==> src/rtl/btn_pkg.sv <==
// Shared definitions for the button event unit.
//   - Register byte offsets inside the 3-word window.
//   - Button bit indices used for STATUS/EVENT bits and counter slots.
//   - reg_sel_e plus decode_sel(): map a word offset to the selected register.
package btn_pkg;

    localparam int unsigned OFF_STATUS = 0;
    localparam int unsigned OFF_EVENT  = 4;
    localparam int unsigned OFF_COUNT  = 8;

    localparam int unsigned BTN_JUMP  = 0;
    localparam int unsigned BTN_PAUSE = 1;
    localparam int unsigned BTN_START = 2;
    localparam int unsigned NUM_BTN   = 3;

    typedef enum logic [1:0] {
        RegStatus = 2'd0,
        RegEvent  = 2'd1,
        RegCount  = 2'd2,
        RegNone   = 2'd3
    } reg_sel_e;

    // word_off is (addr - BASE_ADDR) >> 2, so the byte lane bits never matter.
    function automatic reg_sel_e decode_sel(input logic [29:0] word_off);
        if (word_off == 30'(OFF_STATUS >> 2)) return RegStatus;
        if (word_off == 30'(OFF_EVENT >> 2))  return RegEvent;
        if (word_off == 30'(OFF_COUNT >> 2))  return RegCount;
        return RegNone;
    endfunction

endpackage

==> src/rtl/button_event_unit_if.sv <==
// CPU data-bus slice seen by the button event unit.
//   addr      : CPU byte address (YOut)
//   wdata     : CPU write data (rtOut)
//   we        : CPU write enable (dMemWena), level
//   ena       : address falls inside the register window
//   buttonOut : read data for the selected register
// master = CPU side, slave = peripheral side.
interface button_event_unit_if;

    logic [31:0] addr;
    logic [31:0] wdata;
    logic        we;
    logic        ena;
    logic [31:0] buttonOut;

    modport master (
        output addr,
        output wdata,
        output we,
        input  ena,
        input  buttonOut
    );

    modport slave (
        input  addr,
        input  wdata,
        input  we,
        output ena,
        output buttonOut
    );

endinterface

==> src/rtl/btn_debounce.sv <==
// Single-button conditioner: 2-FF synchroniser, debounce counter, rise pulse.
//   clk    : system clock
//   reset  : asynchronous active-low reset
//   raw    : asynchronous button input
//   stable : debounced level
//   rise   : one-cycle pulse, high in the cycle whose closing edge takes stable 0->1
// A level change is accepted once sync has differed from stable for DEBOUNCE_CYCLES
// consecutive cycles; any return to the stable level restarts the count.
module btn_debounce #(
    parameter int unsigned DEBOUNCE_CYCLES = 1_000_000
) (
    input  logic clk,
    input  logic reset,
    input  logic raw,
    output logic stable,
    output logic rise
);

    localparam int unsigned DcW = $clog2(DEBOUNCE_CYCLES);

    logic           sync1_q;
    logic           sync_q;
    logic           stable_q, stable_d;
    logic [DcW-1:0] dc_q, dc_d;

    always_ff @(posedge clk or negedge reset) begin
        if (!reset) begin
            sync1_q  <= 1'b0;
            sync_q   <= 1'b0;
            stable_q <= 1'b0;
            dc_q     <= '0;
        end else begin
            sync1_q  <= raw;
            sync_q   <= sync1_q;
            stable_q <= stable_d;
            dc_q     <= dc_d;
        end
    end

    always_comb begin
        dc_d     = dc_q;
        stable_d = stable_q;
        rise     = 1'b0;
        if (sync_q == stable_q) begin
            dc_d = '0;
        end else if (dc_q == DcW'(DEBOUNCE_CYCLES - 1)) begin
            stable_d = sync_q;
            dc_d     = '0;
            rise     = sync_q;
        end else begin
            dc_d = dc_q + DcW'(1);
        end
    end

    assign stable = stable_q;

endmodule

==> src/rtl/button_event_unit.sv <==
// Memory-mapped button peripheral: debounced levels, sticky W1C press events and
// per-button press counters for jump, pause and start.
//   clk, reset          : system clock, asynchronous active-low reset
//   jump, pause, start  : raw asynchronous buttons
//   bus (slave)         : addr/wdata/we in, ena/buttonOut out (combinational)
// Register window at BASE_ADDR (addr[1:0] ignored):
//   +0x0 STATUS RO  {29'b0, start, pause, jump}
//   +0x4 EVENT  W1C {29'b0, ev_start, ev_pause, ev_jump}
//   +0x8 COUNT  any write clears {8'b0, start_cnt, pause_cnt, jump_cnt}
// Optional build macro BTN_AUTOREPEAT_EN: while jump is held, re-fires a jump event
// every REPEAT_CYCLES cycles after the initial rise.
module button_event_unit
    import btn_pkg::*;
#(
    parameter logic [31:0] BASE_ADDR       = 32'h1001_0040,
    parameter int unsigned DEBOUNCE_CYCLES = 1_000_000,
    parameter int unsigned CNT_W           = 8
`ifdef BTN_AUTOREPEAT_EN
    ,
    parameter int unsigned REPEAT_CYCLES   = 25_000_000
`endif
) (
    input  logic                clk,
    input  logic                reset,
    input  logic                jump,
    input  logic                pause,
    input  logic                start,
    button_event_unit_if.slave  bus
);

    logic [NUM_BTN-1:0] raw;
    logic [NUM_BTN-1:0] stable;
    logic [NUM_BTN-1:0] rise;
    logic [NUM_BTN-1:0] inc;

    assign raw[BTN_JUMP]  = jump;
    assign raw[BTN_PAUSE] = pause;
    assign raw[BTN_START] = start;

    for (genvar g = 0; g < NUM_BTN; g++) begin : g_btn
        btn_debounce #(
            .DEBOUNCE_CYCLES (DEBOUNCE_CYCLES)
        ) u_debounce (
            .clk    (clk),
            .reset  (reset),
            .raw    (raw[g]),
            .stable (stable[g]),
            .rise   (rise[g])
        );
    end

    // ---------------------------------------------------------------- bus decode
    logic [31:0] off;
    reg_sel_e    sel;
    logic        wr_event;
    logic        wr_count;
    logic        bus_unused;

    assign off        = bus.addr - BASE_ADDR;
    assign sel        = decode_sel(off[31:2]);
    assign wr_event   = bus.we && (sel == RegEvent);
    assign wr_count   = bus.we && (sel == RegCount);
    assign bus_unused = ^{bus.wdata[31:NUM_BTN], off[1:0]};

    // ---------------------------------------------------------------- auto-repeat
`ifdef BTN_AUTOREPEAT_EN
    localparam int unsigned RcW = $clog2(REPEAT_CYCLES);

    logic [RcW-1:0] rc_q, rc_d;
    logic           rep;

    // rc_q is 0 on the cycle stable jump first reads 1, so the first repeat lands
    // exactly REPEAT_CYCLES cycles after the initial rise.
    always_comb begin
        rc_d = rc_q;
        rep  = 1'b0;
        if (!stable[BTN_JUMP]) begin
            rc_d = '0;
        end else if (rc_q == RcW'(REPEAT_CYCLES - 1)) begin
            rc_d = '0;
            rep  = 1'b1;
        end else begin
            rc_d = rc_q + RcW'(1);
        end
    end

    always_ff @(posedge clk or negedge reset) begin
        if (!reset) begin
            rc_q <= '0;
        end else begin
            rc_q <= rc_d;
        end
    end

    always_comb begin
        inc           = rise;
        inc[BTN_JUMP] = rise[BTN_JUMP] | rep;
    end
`else
    assign inc = rise;
`endif

    // ---------------------------------------------------------------- events
    logic [NUM_BTN-1:0] ev_q, ev_d;
    logic [NUM_BTN-1:0] clr_mask;

    // Set is ORed in after the clear so a press in the clear cycle is kept.
    always_comb begin
        clr_mask = wr_event ? bus.wdata[NUM_BTN-1:0] : '0;
        ev_d     = (ev_q & ~clr_mask) | inc;
    end

    // ---------------------------------------------------------------- counters
    logic [CNT_W-1:0] cnt_q [NUM_BTN];
    logic [CNT_W-1:0] cnt_d [NUM_BTN];

    always_comb begin
        for (int i = 0; i < NUM_BTN; i++) begin
            cnt_d[i] = cnt_q[i];
            if (wr_count) begin
                cnt_d[i] = inc[i] ? CNT_W'(1) : '0;
            end else if (inc[i]) begin
                cnt_d[i] = cnt_q[i] + CNT_W'(1);
            end
        end
    end

    always_ff @(posedge clk or negedge reset) begin
        if (!reset) begin
            ev_q <= '0;
            for (int i = 0; i < NUM_BTN; i++) begin
                cnt_q[i] <= '0;
            end
        end else begin
            ev_q <= ev_d;
            for (int i = 0; i < NUM_BTN; i++) begin
                cnt_q[i] <= cnt_d[i];
            end
        end
    end

    // ---------------------------------------------------------------- read mux
    logic [31:0] rdata;

    always_comb begin
        rdata = '0;
        unique case (sel)
            RegStatus: rdata = 32'(stable);
            RegEvent:  rdata = 32'(ev_q);
            RegCount:  rdata = 32'({cnt_q[BTN_START], cnt_q[BTN_PAUSE], cnt_q[BTN_JUMP]});
            default:   rdata = '0;
        endcase
    end

    assign bus.ena       = (sel != RegNone);
    assign bus.buttonOut = rdata;

endmodule
==> src/flat_wrapper.sv <==
// flat-port wrapper written by rule: the top's interface ports become plain ports
module button_event_unit_flat import btn_pkg::*;
#(
    parameter logic [31:0] BASE_ADDR       = 32'h1001_0040,
    parameter int unsigned DEBOUNCE_CYCLES = 1_000_000,
    parameter int unsigned CNT_W           = 8

)
  (clk, reset, jump, pause, start, bus_addr, bus_wdata, bus_we, bus_ena, bus_buttonOut);
  button_event_unit_if bus_i ();
  input  logic clk;
  input  logic reset;
  input  logic jump;
  input  logic pause;
  input  logic start;
  input wire logic [$bits(bus_i.addr)-1:0] bus_addr;
  input wire logic [$bits(bus_i.wdata)-1:0] bus_wdata;
  input wire logic [$bits(bus_i.we)-1:0] bus_we;
  output wire logic [$bits(bus_i.ena)-1:0] bus_ena;
  output wire logic [$bits(bus_i.buttonOut)-1:0] bus_buttonOut;
  assign bus_i.addr = bus_addr;
  assign bus_i.wdata = bus_wdata;
  assign bus_i.we = bus_we;
  assign bus_ena = bus_i.ena;
  assign bus_buttonOut = bus_i.buttonOut;
  button_event_unit #(.BASE_ADDR(BASE_ADDR), .DEBOUNCE_CYCLES(DEBOUNCE_CYCLES), .CNT_W(CNT_W)) u_core (.clk(clk), .reset(reset), .jump(jump), .pause(pause), .start(start), .bus(bus_i));
endmodule
==> config.mk <==
export PLATFORM = sky130hd
export DESIGN_NAME = button_event_unit_flat
export DESIGN_NICKNAME = d
export VERILOG_FILES = /design/src/rtl/btn_pkg.sv /design/src/rtl/button_event_unit_if.sv /design/src/rtl/btn_debounce.sv /design/src/rtl/button_event_unit.sv /design/src/flat_wrapper.sv
export SDC_FILE = /design/constraint.sdc
export NUM_CORES = 1
export LEC_CHECK = 0
export CAP_MARGIN = 20
export CORE_UTILIZATION = 44
export DETAILED_ROUTE_END_ITERATION = 10
export PLACE_DENSITY_LB_ADDON = 0.12
export SKIP_CTS_REPAIR_TIMING = 1
export SLEW_MARGIN = 20
export SYNTH_ARGS = -nofsm -noshare
export SYNTH_HDL_FRONTEND = slang
export SYNTH_SLANG_ARGS = --single-unit
==> constraint.sdc <==
create_clock -name clk -period 4.9 [get_ports clk]
set_clock_uncertainty 0.05 [all_clocks]
set_input_delay 0.49 -clock clk [delete_from_list [all_inputs] [get_ports clk]]
set_output_delay 0.49 -clock clk [all_outputs]
set_load 0.05 [all_outputs]
# Word-level counts from Yosys, hierarchy flattened
# Index checks and enable logic that the tools add are counted.
[totals] regBits=96 latch_bits=0 mem_bits_rw=0 romBits=0 in_bits=70 out_inout_bits=33 word_cells=85 mem_count=0
[op_classes] n_addsub=7 n_mul=0 n_div=0 magnitude_cmp=0 eq_ne=11 shift=0 n_mux=35 bitwise=6 reduce_logical=10
[op_table] op="two-way mux 20 bit" count=6
[op_table] op="one-hot mux 24 bit (3 select lines)" count=1
[op_table] op="adder 20 x 1 -> 20 bit (second input constant)" count=3
[op_table] op="== test 20 bit (second input constant)" count=3
[op_table] op="two-way mux 8 bit" count=6
[op_table] op="subtractor 32 x 29 -> 32 bit (second input constant)" count=1
[op_table] op="== test 30 x 1 -> 1 bit (second input constant)" count=1
[op_table] op="== test 30 x 2 -> 1 bit (second input constant)" count=1
[op_table] op="zero test 30 bit" count=1
[op_table] op="adder 8 x 1 -> 8 bit (second input constant)" count=3
[op_table] op="two-way mux 1 bit" count=15
[op_table] op="two-way mux 2 bit" count=6
[op_table] op="AND reduction 2 bit" count=3
[op_table] op="nonzero test 2 bit" count=3
[op_table] op="bitwise AND 3 bit" count=1
[op_table] op="== test 1 bit" count=3
[op_table] op="two-way mux 3 bit" count=1
[op_table] op="inverter 1 bit" count=3
[op_table] op="inverter 3 bit" count=1
[op_table] op="bitwise OR 3 bit" count=1
[op_table] op="== test 2 x 1 -> 1 bit (second input constant)" count=1
[op_table] op="== test 2 bit (second input constant)" count=1
[op_table] op="logical AND 1 bit" count=2
[op_table] op="zero test 2 bit" count=1
[op_table] op="!= test 2 bit (second input constant)" count=1

# Depth between registers and ports, before layout
[logic_depth] depth_word=15 ltp_mapped=9 mapped_depth_nobuf=7

# By module
# A second synthesis with hierarchy kept.
[unflattened] cells_unflattened=569 area_unflattened_um2=5306.3
[by_module_without_submodules] module="btn_debounce" n_inst=3 cells_per_inst=115 area_each_um2=1111.1 seq_area_each_um2=575.6
[by_module_without_submodules] module="button_event_unit" n_inst=1 cells_per_inst=224 area_each_um2=1973.1 seq_area_each_um2=675.6

# Worst setup path before layout
# OpenSTA, ideal clock, no wires.
[synth_timing] path_type="input-to-output" from="input port bus_addr[24]" to="output port bus_ena" t_arrival_ns=2.643 required_time_ns=4.360 slack_ns=1.717 stages=6 n_path_buf=0 cell_sequence="nor4_1 > nand2_1 > nor4_1 > nand3_1 > or3b_2 > a21oi_1"
[synth_via] elab_chain_cells=9
[synth_rtl] item="start, declared" line_no="flat_wrapper.sv:16" text="input wire logic [$bits(bus_i.addr)-1:0] bus_addr;"
[synth_rtl] item="subtractor 32 x 29 -> 32 bit (*)" line_no="button_event_unit.sv:59" text="assign off = bus.addr - BASE_ADDR;"
[synth_rtl] item="== test 30 x 2 -> 1 bit" line_no="btn_pkg.sv:27" text="if (word_off == 30'(OFF_COUNT >> 2)) return RegCount;"
[synth_rtl] item="two-way mux 1 bit (2 in series)" line_no="btn_pkg.sv:27"
[synth_rtl] item="two-way mux 1 bit" line_no="btn_pkg.sv:26" text="if (word_off == 30'(OFF_EVENT >> 2)) return RegEvent;"
[synth_rtl] item="two-way mux 2 bit" line_no="btn_pkg.sv:28" text="return RegNone;"
[synth_rtl] item="two-way mux 2 bit" line_no="btn_pkg.sv:27"
[synth_rtl] item="two-way mux 2 bit (*)" line_no="btn_pkg.sv:26"
[synth_rtl] item="!= test 2 bit (*)" line_no="button_event_unit.sv:155" text="assign bus.ena = (sel != RegNone);"
[synth_rtl] item="end, declared" line_no="flat_wrapper.sv:19" text="output wire logic [$bits(bus_i.ena)-1:0] bus_ena;"
# Mark *: on every way between the ends. The rest lies on a longest branch, timed or not. The select of a mux whose other input is x is not followed.

# Worst setup path in the final report
[layout_timing] from="input port bus_addr[25]" to="output port bus_buttonOut[8]"
[layout_via] elab_chain_cells=10
[layout_rtl] item="subtractor 32 x 29 -> 32 bit (*)" line_no="button_event_unit.sv:59"
[layout_rtl] item="== test 30 x 2 -> 1 bit" line_no="btn_pkg.sv:27"
[layout_rtl] item="two-way mux 1 bit (2 in series)" line_no="btn_pkg.sv:27"
[layout_rtl] item="two-way mux 1 bit" line_no="btn_pkg.sv:26"
[layout_rtl] item="two-way mux 2 bit" line_no="btn_pkg.sv:28"
[layout_rtl] item="two-way mux 2 bit" line_no="btn_pkg.sv:27"
[layout_rtl] item="two-way mux 2 bit (*)" line_no="btn_pkg.sv:26"
[layout_rtl] item="== test 2 bit (tied with other cells)" line_no="button_event_unit.sv:147" text="unique case (sel)"
[layout_rtl] item="one-hot mux 24 bit (3 select lines) (*)" line_no="button_event_unit.sv:147"
[layout_rtl] item="end, declared" line_no="flat_wrapper.sv:20" text="output wire logic [$bits(bus_i.buttonOut)-1:0] bus_buttonOut;"
# Marks and branches as above.

==> impl_metrics.yaml <==
floorplan:
  coreArea_sq_um: 11030
  die_w_um: 109.3
  ios: 103
  die_y_um: 109.3
  fp-row-count: 38
  die_area_sq_um: 11940
  start_util_pct: 45.89
power_and_ir_drop:
  swShare_pct: 22.12
  power_frac_clock_pct: 43.8
  p_seq_share_pct: 49.7
  p_sw_w: 0.0003594
  p_int_w: 0.001265
  ir_drop_mv: 0.1814
  combPwrFrac_pct: 6.4
  power_density_nw_per_um2: 265.5
  p_leak_nw: 2.516
synthesis:
  avgSynthCellArea_sq_um: 9.534
  syn_area_sq_um: 5062
  synth-seq-cells: 96
  yosys_warnings: 0
  synth_cell_type_count: 41
  yosysSeqAreaShare_pct: 47.45
  async_reset_ff_share_pct: 100.0
  synth_top_cell_area_share_pct: 47.45
  synth_area_leaders: "dfrtp_1 47%, xor2_1 8.1%, nor2_1 7.4%, xnor2_1 5.5%, nand3_1 3.9%"
  synth-edff-count: 0
  postSynthCellCount: 531
  synth_ff_type: "dfrtp_1"
  yosysTopAreaCell: "dfrtp_1"
setup_path:
  crit_arrival_ns: 3.74
  crit_path_end_kind: "output port"
  cp.required_ns: 4.36
  reg2reg_from: "u_core.g_btn[2].u_debounce.dc_q[8]"
  cp-start-kind: "primary input"
  cp-startpoint: "bus_addr[25]"
  crit_fanout: 16
  crit_type: "primary input to output port"
routing:
  vias: 3846
  drt_iter0_drc: 166
  ant_nets: 0
  drtPass1Iterations: 4
  drt-wirelength-per-cell_um: 13.83
  vias_per_cell: 5.190
  routed_wl_um: 10250
  post-route-drc-count: 0
grt:
  grt_pass1_wl_um: 17550
  met3_usage_pct: 3.168
  met1_usage_pct: 24.12
  track_usage_pct: 18.64
  grt_max_degree: 50
  grtUsageMet2_pct: 32.08
  grt-ovfl-total: 0
  grt_pass1_vias: 3899
  antenna_found_initial: 0
  top_usage_layer: "met2"
timing:
  finalCritPeriodShare_pct: 87.38
  rsz0062_at_grt: "no"
  worst_pin_slew_ns: 0.7098
  setup_tns_ns: 0
  final_max_slew_viol_count: 0
  hold_violations: 0
  setup_violations: 0
  fin_ws_ns: 0.6184
  max_slew_margin_pct: 52.68
  period_minus_slack_ns: 4.282
  max_freq_mhz: 233.6
clocking:
  worstSkewPairLatency_ns: 0.34
  clockBufferDepth: 2
  cts_tree: "done"
  cts_htree_levels: 3
  cts_root_buf: "clkbuf_16"
  cts_buffers: 9
  cts.sinks: 96
  cts.clk_slew.worst_paths_ns: 0.06
outcome:
  status: "finished, final reports clean"
placed_design:
  gp_congestion: 0.7929
  post-dp-hpwl_um: 7415
  numPortBuffers: 63
  dp_slack_ns: 0.6419
layout:
  nets: 673
  diodes: 0
  final_common_cell: "nor2_1"
  finish.utilization_pct: 55.49
  multiInputGateArea_sq_um: 2535
  most-common-layout-cells: "100 x nor2_1, 96 x dfrtp_1, 62 x clkdlybuf4s50_1, 47 x xor2_1, 39 x nand3_1"
  syn_to_final_growth_pct: 20.91
  drive_gt1_share_pct: 6.323
  fill_cells: 1017
  final-seq-area_sq_um: 2402
run:
  drv_cap: 0
hold_path:
  min-delay-path-class: "primary input to asynchronous set/reset pin"
path summary, 6_finish.rpt:
path / cells past startpoint / slack [ns] / end
min in group clk: 0 / 0.30 / u_core.g_btn[0].u_debounce.sync_q
setup / recovery: 9 / 0.62 / bus_buttonOut[8]
setup reg to reg: 5 / 2.56 / u_core.g_btn[2].u_debounce.dc_q[16]
hold reg to reg: 0 / 0.30 / u_core.g_btn[0].u_debounce.sync_q
max in group asynchronous: 2 / 3.65 / u_core.cnt_q[15]
hold / removal: 1 / 0.11 / u_core.g_btn[0].u_debounce.dc_q[10]
worst max-delay path, cell delays in order:
cell and delay, ns:
clkdlybuf4s50_1 0.41, nor4_1 0.43, nand2_1 0.14, nor4_1 0.33, nand3_1 0.28, and4bb_1 0.48, buf_4 0.23, and2_1 0.14
clkdlybuf4s50_1 0.81
routing by layer:
metal  routed length [um]  vias to the layer above
met5                    0                        -
met4                   96                        0
met3                  521                        8
met2                 4884                       86
met1                 4744                     1834
li1                     -                     1918
cell families (layout without fill, tap and decap cells):
kind of cell               after synthesis  count (layout)  synth area share, %
and+or+nand+nor                        289             289                30.05
other                                    1               8              0.07408
AOI/OAI and AO/OA                       21              21                2.521
muxes                                    8               8                1.656
adders and majority gates                6               6                1.483
buffers and inverters                   31              94                3.089
xor gates and xnor gates                79              79                13.67
DFF                                     96              96                47.45
cell usage after synthesis (all sizes together), types with 2 or more instances:
| library cell | n |
|---|---|
| a21oi | 9 |
| a41oi | 2 |
| and2 | 24 |
| and3 | 21 |
| and4 | 3 |
| buf | 16 |
| clkbuf | 3 |
| dfrtp | 96 |
| ha | 6 |
| inv | 12 |
| mux2 | 3 |
| mux2i | 5 |
| nand2 | 33 |
| nand2b | 5 |
| nand3 | 39 |
| nand4 | 15 |
| nor2 | 100 |
| nor2b | 6 |
| nor3 | 10 |
| nor4 | 17 |
| nor4b | 4 |
| o21ai | 4 |
| o31ai | 4 |
| or2 | 2 |
| or3 | 3 |
| or4 | 4 |
| xnor2 | 32 |
| xor2 | 47 |
cell type report:
cell class | instances | area share, %
Inverter | 12 | 0.7359
Clock inverter | 4 | 0.8585
Clock buffer | 11 | 4.129
Sequential cell | 96 | 39.25
Multi-Input combinational cell | 411 | 41.41
Timing Repair Buffer | 67 | 10.75
Tap cell | 140 | 2.862
flip-flops by register name, indices dropped and copies added, names as in the netlist:
signal	count
u_core.g_btn.u_debounce.dc_q	60
u_core.cnt_q	24
u_core.ev_q	3
u_core.g_btn.u_debounce.stable	3
u_core.g_btn.u_debounce.sync1_q	3
u_core.g_btn.u_debounce.sync_q	3
metrics by stage:
stage / power [W] / area [sq um] / hold WS, ns / std cells
after floorplan: 0.0008728 / 5089 / 0.1444 / 538
after global placement: 0.0009277 / 5816 / 0.2860 / 726
after detailed placement: 0.0009291 / 5816 / 0.2872 / 726
after CTS: 0.001648 / 6121 / 0.1248 / 741
after global routing: 0.001684 / 6121 / 0.1575 / 741
final: 0.001625 / 6121 / 0.1075 / 741
power by group through the flow:
stage | Clock, W | Combinational (W) | Sequential [W]
floorplan | 0 | 0.0000510 | 0.000822
global route | 0.000758 | 0.000117 | 0.000809
global placement | 0 | 0.000105 | 0.000823
finish | 0.000712 | 0.000104 | 0.000808
CTS | 0.000733 | 0.000106 | 0.000808
detailed placement | 0 | 0.000106 | 0.000823
No activity file was read; power rests on OpenSTA's default activity.
